--- config.mk ---
export PLATFORM = sky130hd
export DESIGN_NAME = rpn_stack_alu
export DESIGN_NICKNAME = d
export VERILOG_FILES = /design/src/rtl/rpn_stack_alu.sv
export SDC_FILE = /design/constraint.sdc
export NUM_CORES = 1
export LEC_CHECK = 0
export CAP_MARGIN = 5
export CORE_ASPECT_RATIO = 1.25
export CORE_MARGIN = 2
export CORE_UTILIZATION = 40
export CTS_CLUSTER_DIAMETER = 200
export CTS_CLUSTER_SIZE = 20
export DETAILED_ROUTE_END_ITERATION = 7
export HOLD_SLACK_MARGIN = 0.12
export PLACE_DENSITY = 0.52
export RECOVER_POWER = 50
export SYNTH_ARGS = -nofsm -noshare
export SYNTH_HDL_FRONTEND = slang
export SYNTH_SLANG_ARGS = --single-unit
--- constraint.sdc ---
create_clock -name clk -period 16.6 [get_ports clk]
set_clock_uncertainty 0.2 [all_clocks]
set_input_delay 3.32 -clock clk [delete_from_list [all_inputs] [get_ports clk]]
set_output_delay 3.32 -clock clk [all_outputs]
set_load 0.02 [all_outputs]
--- src/rtl/rpn_stack_alu.sv ---
`timescale 1ns/1ps
// rpn_stack_alu: operand stack plus ALU for the RPN calculator datapath.
// Single-cycle ops commit in the accept cycle; DIV runs a WIDTH-cycle restoring divider.
module rpn_stack_alu #(
    parameter int WIDTH = 16,
    parameter int DEPTH = 8,
    parameter int DW    = $clog2(DEPTH + 1)
) (
    input  logic             clk,
    input  logic             rst_n,
    input  logic             cmd_valid,
    output logic             cmd_ready,
    input  logic [3:0]       cmd_op,
    input  logic [WIDTH-1:0] cmd_data,
    output logic             rsp_valid,
    output logic [WIDTH-1:0] rsp_data,
    output logic [2:0]       rsp_err,
    output logic [WIDTH-1:0] top,
    output logic [DW-1:0]    depth
);
    localparam int AW = (DEPTH > 1) ? $clog2(DEPTH) : 1;
    localparam int CW = $clog2(WIDTH);

    localparam logic [3:0] OP_ADD  = 4'd0;
    localparam logic [3:0] OP_SUB  = 4'd1;
    localparam logic [3:0] OP_MUL  = 4'd2;
    localparam logic [3:0] OP_DIV  = 4'd3;
    localparam logic [3:0] OP_POP  = 4'd4;
    localparam logic [3:0] OP_PUSH = 4'd5;
    localparam logic [3:0] OP_DUP  = 4'd6;
    localparam logic [3:0] OP_SWAP = 4'd7;
    localparam logic [3:0] OP_CLR  = 4'd8;

    localparam logic [2:0] ERR_OK    = 3'd0;
    localparam logic [2:0] ERR_UNDER = 3'd1;
    localparam logic [2:0] ERR_OVER  = 3'd2;
    localparam logic [2:0] ERR_DIV0  = 3'd3;
    localparam logic [2:0] ERR_OP    = 3'd4;

    typedef enum logic {S_IDLE, S_DIV} state_t;

    // Error classification in priority order: opcode, stack bounds, divisor.
    function automatic logic [2:0] cmd_check(input logic [3:0]       op,
                                             input logic [DW-1:0]    dep,
                                             input logic [WIDTH-1:0] t_val);
        logic need2;
        logic need1;
        logic grows;
        need2 = (op == OP_ADD) || (op == OP_SUB) || (op == OP_MUL) ||
                (op == OP_DIV) || (op == OP_SWAP);
        need1 = (op == OP_POP) || (op == OP_DUP);
        grows = (op == OP_PUSH) || (op == OP_DUP);
        if (op > OP_CLR)
            return ERR_OP;
        if ((need2 && dep < DW'(2)) || (need1 && dep == '0))
            return ERR_UNDER;
        if (grows && dep == DW'(DEPTH))
            return ERR_OVER;
        if (op == OP_DIV && t_val == '0)
            return ERR_DIV0;
        return ERR_OK;
    endfunction

    // One restoring-division step: returns {remainder, quotient/dividend shift}.
    function automatic logic [2*WIDTH-1:0] div_step(input logic [WIDTH-1:0] rem,
                                                    input logic [WIDTH-1:0] quo,
                                                    input logic [WIDTH-1:0] dvsr);
        logic [WIDTH:0]   trial;
        logic [WIDTH-1:0] diff;
        trial = {rem, quo[WIDTH-1]};
        diff  = trial[WIDTH-1:0] - dvsr;
        if (trial >= {1'b0, dvsr})
            return {diff, quo[WIDTH-2:0], 1'b1};
        return {trial[WIDTH-1:0], quo[WIDTH-2:0], 1'b0};
    endfunction

    logic [WIDTH-1:0]   mem [DEPTH];
    state_t             state_q, state_d;
    logic [CW-1:0]      cnt_q, cnt_d;
    logic [WIDTH-1:0]   rem_q, rem_d, quo_q, quo_d, dvsr_q, dvsr_d;
    logic [DW-1:0]      depth_q, depth_d;
    logic [WIDTH-1:0]   top_q, top_d;
    logic [WIDTH-1:0]   rsp_data_q, rsp_data_d;
    logic [2:0]         rsp_err_q, rsp_err_d;
    logic               rsp_valid_q, rsp_valid_d;
    logic [2:0]         chk_err;
    logic [AW-1:0]      idx_t, idx_s, idx_p;
    logic [WIDTH-1:0]   t_val, s_val, alu_res;
    logic [2*WIDTH-1:0] step;
    logic               wr0_en, wr1_en;
    logic [AW-1:0]      wr0_addr, wr1_addr;
    logic [WIDTH-1:0]   wr0_data, wr1_data;

    assign idx_t   = AW'(depth_q - DW'(1));
    assign idx_s   = AW'(depth_q - DW'(2));
    assign idx_p   = AW'(depth_q);
    assign t_val   = (depth_q >= DW'(1)) ? mem[idx_t] : '0;
    assign s_val   = (depth_q >= DW'(2)) ? mem[idx_s] : '0;
    assign chk_err = cmd_check(cmd_op, depth_q, t_val);
    assign step    = div_step(rem_q, quo_q, dvsr_q);

    assign cmd_ready = (state_q == S_IDLE);
    assign rsp_valid = rsp_valid_q;
    assign rsp_data  = rsp_data_q;
    assign rsp_err   = rsp_err_q;
    assign top       = top_q;
    assign depth     = depth_q;

    always_comb begin
        case (cmd_op)
            OP_ADD:  alu_res = s_val + t_val;
            OP_SUB:  alu_res = s_val - t_val;
            default: alu_res = s_val * t_val;
        endcase
    end

    always_comb begin
        state_d     = state_q;
        cnt_d       = cnt_q;
        rem_d       = rem_q;
        quo_d       = quo_q;
        dvsr_d      = dvsr_q;
        depth_d     = depth_q;
        top_d       = top_q;
        rsp_valid_d = 1'b0;
        rsp_data_d  = rsp_data_q;
        rsp_err_d   = rsp_err_q;
        wr0_en      = 1'b0;
        wr0_addr    = idx_s;
        wr0_data    = t_val;
        wr1_en      = 1'b0;
        wr1_addr    = idx_t;
        wr1_data    = s_val;

        case (state_q)
            S_IDLE: begin
                if (cmd_valid) begin
                    if (chk_err != ERR_OK) begin
                        rsp_valid_d = 1'b1;
                        rsp_err_d   = chk_err;
                        rsp_data_d  = top_q;
                    end else if (cmd_op == OP_DIV) begin
                        // Dividend shifts out of quo_q as quotient bits shift in.
                        state_d = S_DIV;
                        cnt_d   = '0;
                        rem_d   = '0;
                        quo_d   = s_val;
                        dvsr_d  = t_val;
                    end else begin
                        rsp_valid_d = 1'b1;
                        rsp_err_d   = ERR_OK;
                        case (cmd_op)
                            OP_ADD, OP_SUB, OP_MUL: begin
                                wr0_en     = 1'b1;
                                wr0_data   = alu_res;
                                depth_d    = depth_q - DW'(1);
                                top_d      = alu_res;
                                rsp_data_d = alu_res;
                            end
                            OP_POP: begin
                                depth_d    = depth_q - DW'(1);
                                top_d      = s_val;
                                rsp_data_d = t_val;
                            end
                            OP_PUSH: begin
                                wr0_en     = 1'b1;
                                wr0_addr   = idx_p;
                                wr0_data   = cmd_data;
                                depth_d    = depth_q + DW'(1);
                                top_d      = cmd_data;
                                rsp_data_d = cmd_data;
                            end
                            OP_DUP: begin
                                wr0_en     = 1'b1;
                                wr0_addr   = idx_p;
                                depth_d    = depth_q + DW'(1);
                                top_d      = t_val;
                                rsp_data_d = t_val;
                            end
                            OP_SWAP: begin
                                wr0_en     = 1'b1;
                                wr1_en     = 1'b1;
                                top_d      = s_val;
                                rsp_data_d = s_val;
                            end
                            default: begin
                                depth_d    = '0;
                                top_d      = '0;
                                rsp_data_d = '0;
                            end
                        endcase
                    end
                end
            end
            default: begin
                rem_d = step[2*WIDTH-1:WIDTH];
                quo_d = step[WIDTH-1:0];
                cnt_d = cnt_q + CW'(1);
                if (cnt_q == CW'(WIDTH - 1)) begin
                    state_d     = S_IDLE;
                    cnt_d       = '0;
                    wr0_en      = 1'b1;
                    wr0_data    = step[WIDTH-1:0];
                    depth_d     = depth_q - DW'(1);
                    top_d       = step[WIDTH-1:0];
                    rsp_valid_d = 1'b1;
                    rsp_data_d  = step[WIDTH-1:0];
                    rsp_err_d   = ERR_OK;
                end
            end
        endcase
    end

    always_ff @(posedge clk or negedge rst_n) begin
        if (!rst_n) begin
            state_q     <= S_IDLE;
            cnt_q       <= '0;
            depth_q     <= '0;
            top_q       <= '0;
            rsp_valid_q <= 1'b0;
            rsp_data_q  <= '0;
            rsp_err_q   <= ERR_OK;
        end else begin
            state_q     <= state_d;
            cnt_q       <= cnt_d;
            depth_q     <= depth_d;
            top_q       <= top_d;
            rsp_valid_q <= rsp_valid_d;
            rsp_data_q  <= rsp_data_d;
            rsp_err_q   <= rsp_err_d;
        end
    end

    // Stack storage and divider datapath carry no reset; depth gates visibility.
    always_ff @(posedge clk) begin
        rem_q  <= rem_d;
        quo_q  <= quo_d;
        dvsr_q <= dvsr_d;
        if (wr0_en)
            mem[wr0_addr] <= wr0_data;
        if (wr1_en)
            mem[wr1_addr] <= wr1_data;
    end

endmodule

==> results of run 1 <==
per-stage QoR:
stage	util, %	hold WS [ps]	worst slack [ps]	instances
6_report	44.3	285	3430	2602
5_1_grt	44.3	323	2690	2602
4_1_cts	44.6	300	5740	2600
3_5_place_dp	43.6	278	5800	2575
3_3_place_gp	43.6	276	5910	2574
2_1_floorplan	-	268	6340	1997
worst min-delay path: cells and delay by family, from the launching register on:
family	cells	cell delay (ps)
DFF	1	350
and+or+nand+nor	2	100
flip-flops by register name (all words and copies together) (netlist names):
| register | cells |
|---|---|
| mem | 128 |
| dvsr_q | 16 |
| quo_q | 16 |
| rem_q | 16 |
| rsp_data | 16 |
| top | 16 |
| cnt_q | 4 |
| depth | 4 |
| rsp_err | 3 |
| rsp_valid | 1 |
| state_q | 1 |
layer usage:
metal / track usage, % / vias up / routed length [um]
met1: 35.8 / 7668 / 26600
met5: 0 / - / 0
met4: 13.2 / 0 / 3600
li1: - / 7078 / -
met2: 48.0 / 844 / 32100
met3: 4.25 / 182 / 5290
worst max path at each step:
stage,startpoint,to,cells past startpoint
6_report,depth[0],mem[7][15],29
3_5_place_dp,depth[2],mem[0][15],27
3_3_place_gp,depth[2],mem[1][15],27
4_1_cts,depth[2],mem[7][15],27
5_1_grt,depth[0],mem[7][15],29
2_1_floorplan,depth[1],mem[0][15],37
logic make-up (layout without fill, tap and decap cells):
kind of cell	Yosys count	after routing
xor+xnor	74	74
flops	221	221
fa+ha+maj	174	174
mux	80	80
simple gates	669	669
compound gates	480	480
buf+inv	299	326
cell usage in the layout, fill, tap and decap left out, types with 22 or more instances in the layout:
cell | synthesis | final
mux4_2 | 47 | 47
edfxtp_1 | 176 | 176
a21o_1 | 29 | 29
o21ai_0 | 81 | 77
clkdlybuf4s50_1 | 0 | 22
mux2i_1 | 29 | 29
xnor2_1 | 52 | 51
fa_1 | 82 | 82
nor3_1 | 42 | 42
a31oi_1 | 37 | 37
dfrtp_1 | 45 | 44
nor2_1 | 304 | 304
nand2_1 | 216 | 216
ha_1 | 91 | 91
clkbuf_1 | 88 | 31
inv_1 | 169 | 171
buf_4 | 8 | 37
nand3_1 | 27 | 28
a21oi_1 | 185 | 185
dlygate4sd3_1 | 0 | 40
cell type report:
| cell class | instances | share of cell area, % |
|---|---|---|
| Clock inverter | 2 | 0.144 |
| Tap cell | 578 | 3.62 |
| Multi-Input combinational cell | 1477 | 53.8 |
| Timing Repair Buffer | 126 | 5.03 |
| Inverter | 175 | 3.28 |
| Clock buffer | 23 | 2.03 |
| Sequential cell | 221 | 32.1 |
==> impl_metrics.json, run 1 <==
{
  "status": "complete, but fails checks",
  "violations": "capacitance limit, slew limit",
  "min_path_type": "reg -> reg",
  "port_buffers": 63,
  "critical_path.startpoint_type": "flop",
  "drive_gt1_share_pct": 6.42,
  "cts_tree": "yes",
  "synth.distinct_cells": 81,
  "final_area_um2": 20000,
  "ctsLongestPathBuffers": 3,
  "synth-seq-cells": 221,
  "antenna_found_initial": 0,
  "wire_per_inst_um": 26.0,
  "placeableCoreArea_um2": 45200,
  "grt_pass1_vias": 15700,
  "reg2reg_slack_ps": 3430,
  "rsz0062_at_grt": "no",
  "endpoint_kind": "flop",
  "track_usage_pct": 28.4,
  "crit_path_max_fanout": 36,
  "setup.worst_path.class": "reg -> reg",
  "holdBufCountCts": 0,
  "yosysMostFrequentCell": "nor2_1",
  "r2r_cells": 29,
  "netlist.area_leader.share_pct": 28.8,
  "critPathBufInv": 6,
  "ant_nets": 0,
  "yosys-top-cells-area": "edfxtp_1 (29%), fa_1 (8.9%), nor2_1 (6.2%), ha_1 (6.2%), dfrtp_1 (6.1%)",
  "dr.pass1.iters": 8,
  "synth_top_cell_by_area": "edfxtp_1",
  "cpLargestDelayFamily": "buffers and inverters",
  "grt_pass1_wl_mm": 101,
  "synthMuxAreaShare_pct": 7.68,
  "fmax_mhz": 75.9,
  "yosys.area_share.simple_pct": 15.4,
  "final.setup.tns_ps": 0,
  "cpMostUsedCell": "fa_1",
  "drv_cap": 6,
  "initial_core_util_pct": 40.6,
  "synthArstFlopShare_pct": 20.4,
  "syn-cell-area_um2": 18400,
  "drt_iter0_drc": 1669,
  "gp_congestion": 0.956,
  "ys_seq_area_share_pct": 34.9,
  "crit_required_ps": 16650,
  "grt_overflow": 0,
  "critPathSlowestCell": "clkbuf_1",
  "rows": 87,
  "cp.arrival_ps": 13220,
  "min_from": "rsp_err[0]",
  "cts_max_level": 1,
  "dieArea_um2": 47600,
  "hold_depth": 2,
  "n_fill_cell": 4368,
  "cp_slowest_stage_delay_ps": 1420,
  "grt_max_degree": 54,
  "synth_edf_count": 176,
  "place_hpwl_mm": 49.3,
  "via_per_inst": 6.06,
  "die_h_um": 243,
  "syn_area_per_cell_um2": 9.19,
  "cts-buffers-inserted": 15,
  "multi_input_area_um2": 10800,
  "synth_ff_type": "edfxtp_1",
  "setup_viol": 0,
  "clkSinkCount": 221,
  "r2r_end": "mem[7][15]",
  "clk_pin_slew_worst_paths_ps": 100,
  "period_needed_ps": 13170,
  "via_count": 15800,
  "synth_commonest_cells": "nor2_1 (304), nand2_1 (216), a21oi_1 (185)",
  "synth-adder-area-share_pct": 15.2,
  "post_cts_buffers": 0,
  "routed_wl_mm": 67.7,
  "io_pins": 64,
  "hold_viol": 0,
  "place_area_um2": 19700,
  "fp.dieW_um": 196,
  "clock_latency_ps": 530,
  "ys_warn_count": 0,
  "syn-num-nets": 2193,
  "post_cts_resize_count": 0,
  "drc": 0,
  "synthCells": 1997,
  "fin_nets": 2212,
  "synth_top_family_by_area": "compound AO/OA/AOI/OAI gates",
  "diodes": 0,
  "slew_headroom_pct": -86.4,
  "synth_xor_area_share_pct": 3.87,
  "root_buffer": "clkbuf_16",
  "r2r_start": "depth[0]",
  "period_share_pct": 79.4,
  "synthToLayoutAreaGrowth_pct": 9.00,
  "whs_endpoint": "rsp_err[0]",
  "worstMarginPinSlew_ps": 2800,
  "regArea_um2": 6410,
  "synth_compound_area_share_pct": 16.4,
  "report.final.slew_viol_count": 210
}
Power of run 1 is not shown: default switching activity piles up to over one toggle a cycle in this logic, so the estimate is an artifact.
==> run 2, diff against run 1 <==
clock period = 12.5 ns   (was 16.6 ns; I/O delays follow)
==> impl_metrics.json, run 2 (synthesis results as in run 1) <==
{
  "hold_viol": 0,
  "critPathSlowestCell": "a222oi_1",
  "hold_depth": 2,
  "crit_path_max_fanout": 41,
  "status": "complete, but fails checks",
  "setup_viol": 0,
  "die_h_um": 243,
  "place_hpwl_mm": 49.2,
  "wl_met3_mm": 4.56,
  "wire_per_inst_um": 25.6,
  "rows": 87,
  "clock_latency_ps": 540,
  "clkSinkCount": 221,
  "port_buffers": 63,
  "dr.pass1.iters": 8,
  "crit_required_ps": 12520,
  "top_layer_used": "met5",
  "layout_common_cells": "nor2_1 (304), nand2_1 (216), a21oi_1 (185)",
  "final_common_cell": "nor2_1",
  "grt_max_degree": 54,
  "diodes": 0,
  "fmax_mhz": 87.5,
  "cp.arrival_ps": 11450,
  "period_needed_ps": 11430,
  "wl_met1_mm": 26.4,
  "worstMarginPinSlew_ps": 2850,
  "final.setup.tns_ps": 0,
  "clk_pin_slew_worst_paths_ps": 100,
  "synthToLayoutAreaGrowth_pct": 9.14,
  "n_fill_cell": 4404,
  "via_per_inst": 6.02,
  "critical_path.startpoint_type": "flop",
  "grt_overflow": 0,
  "routed_wl_mm": 66.7,
  "drv_cap": 7,
  "cpMostUsedCell": "fa_1",
  "r2r_cells": 29,
  "fin_nets": 2213,
  "cts_tree": "yes",
  "io_pins": 64,
  "slew_headroom_pct": -90.1,
  "cts-buffers-inserted": 15,
  "initial_core_util_pct": 40.6,
  "wl_met2_mm": 32.2,
  "gp_congestion": 0.940,
  "fp.dieW_um": 196,
  "endpoint_kind": "flop",
  "drive_gt1_share_pct": 6.81,
  "drc": 0,
  "track_usage_pct": 28.1,
  "antenna_found_initial": 1,
  "min_path_type": "reg -> reg",
  "placeableCoreArea_um2": 45200,
  "cts_max_level": 1,
  "setup.worst_path.class": "reg -> reg",
  "holdBufCountCts": 0,
  "ant_nets": 0,
  "dieArea_um2": 47600,
  "post_cts_resize_count": 0,
  "post_cts_buffers": 0,
  "period_share_pct": 91.5,
  "ctsLongestPathBuffers": 3,
  "via_count": 15700,
  "grt_pass1_wl_mm": 100,
  "largest_register": "mem",
  "root_buffer": "clkbuf_16",
  "drt_iter0_drc": 1619,
  "violations": "capacitance limit, slew limit",
  "cp_slowest_stage_delay_ps": 1010,
  "largest_reg_flops": 128,
  "grt_pass1_vias": 15700,
  "report.final.slew_viol_count": 202,
  "rsz0062_at_grt": "no"
}
==> run 2: per-layer routing <==
layer  GRT usage, %  vias up
met5              0        -
met4           13.3        2
met3           3.81      178
met2           48.3      740
met1           35.1     7673
li1               -     7089
==> run 2: path summary, 6_finish.rpt <==
| check | startpoint | end | slack, ps |
|---|---|---|---|
| max | depth[0] | mem[2][15] | 1070 |
| min | rsp_err[0] | rsp_err[0] | 290 |
| max reg2reg | depth[0] | mem[2][15] | 1070 |
| min reg2reg | rsp_err[0] | rsp_err[0] | 290 |
| max in group asynchronous | rst_n | depth[0] | 7570 |
| min in group asynchronous | rst_n | rsp_data[1] | 2660 |
==> run 2: critical path: cells and delay by family, from the launching register on <==
| family | cells | cell delay [ps] |
|---|---|---|
| fa+ha+maj | 7 | 3800 |
| buf+inv | 6 | 2030 |
| xor+xnor | 8 | 1860 |
| compound gates | 5 | 1700 |
| flops | 1 | 830 |
| simple gates | 3 | 650 |
==> run 2: stage by stage <==
stage / hold slack, ps / area [um^2] / util (%) / setup WS, ps / cells
after floorplan: 268 / 18400 / - / 2240 / 1997
after CTS: 300 / 20200 / 44.6 / 1350 / 2604
after global routing: 326 / 20000 / 44.3 / 387 / 2604
after detailed placement: 280 / 19700 / 43.7 / 1400 / 2578
final: 285 / 20000 / 44.3 / 1070 / 2604
after global placement: 271 / 19700 / 43.6 / 1600 / 2577
==> run 2: final cells by class <==
type / instances / area (um^2) / share of cell area, %
timing repair buffer: 127 / 1020 / 5.08
inverter: 175 / 657 / 3.28
multi-input combinational: 1477 / 10800 / 53.8
clock buffer: 24 / 410 / 2.05
tap: 578 / 723 / 3.61
clock inverter: 2 / 28.8 / 0.144
sequential: 221 / 6420 / 32.0
Power of run 2 is left out for the same reason.
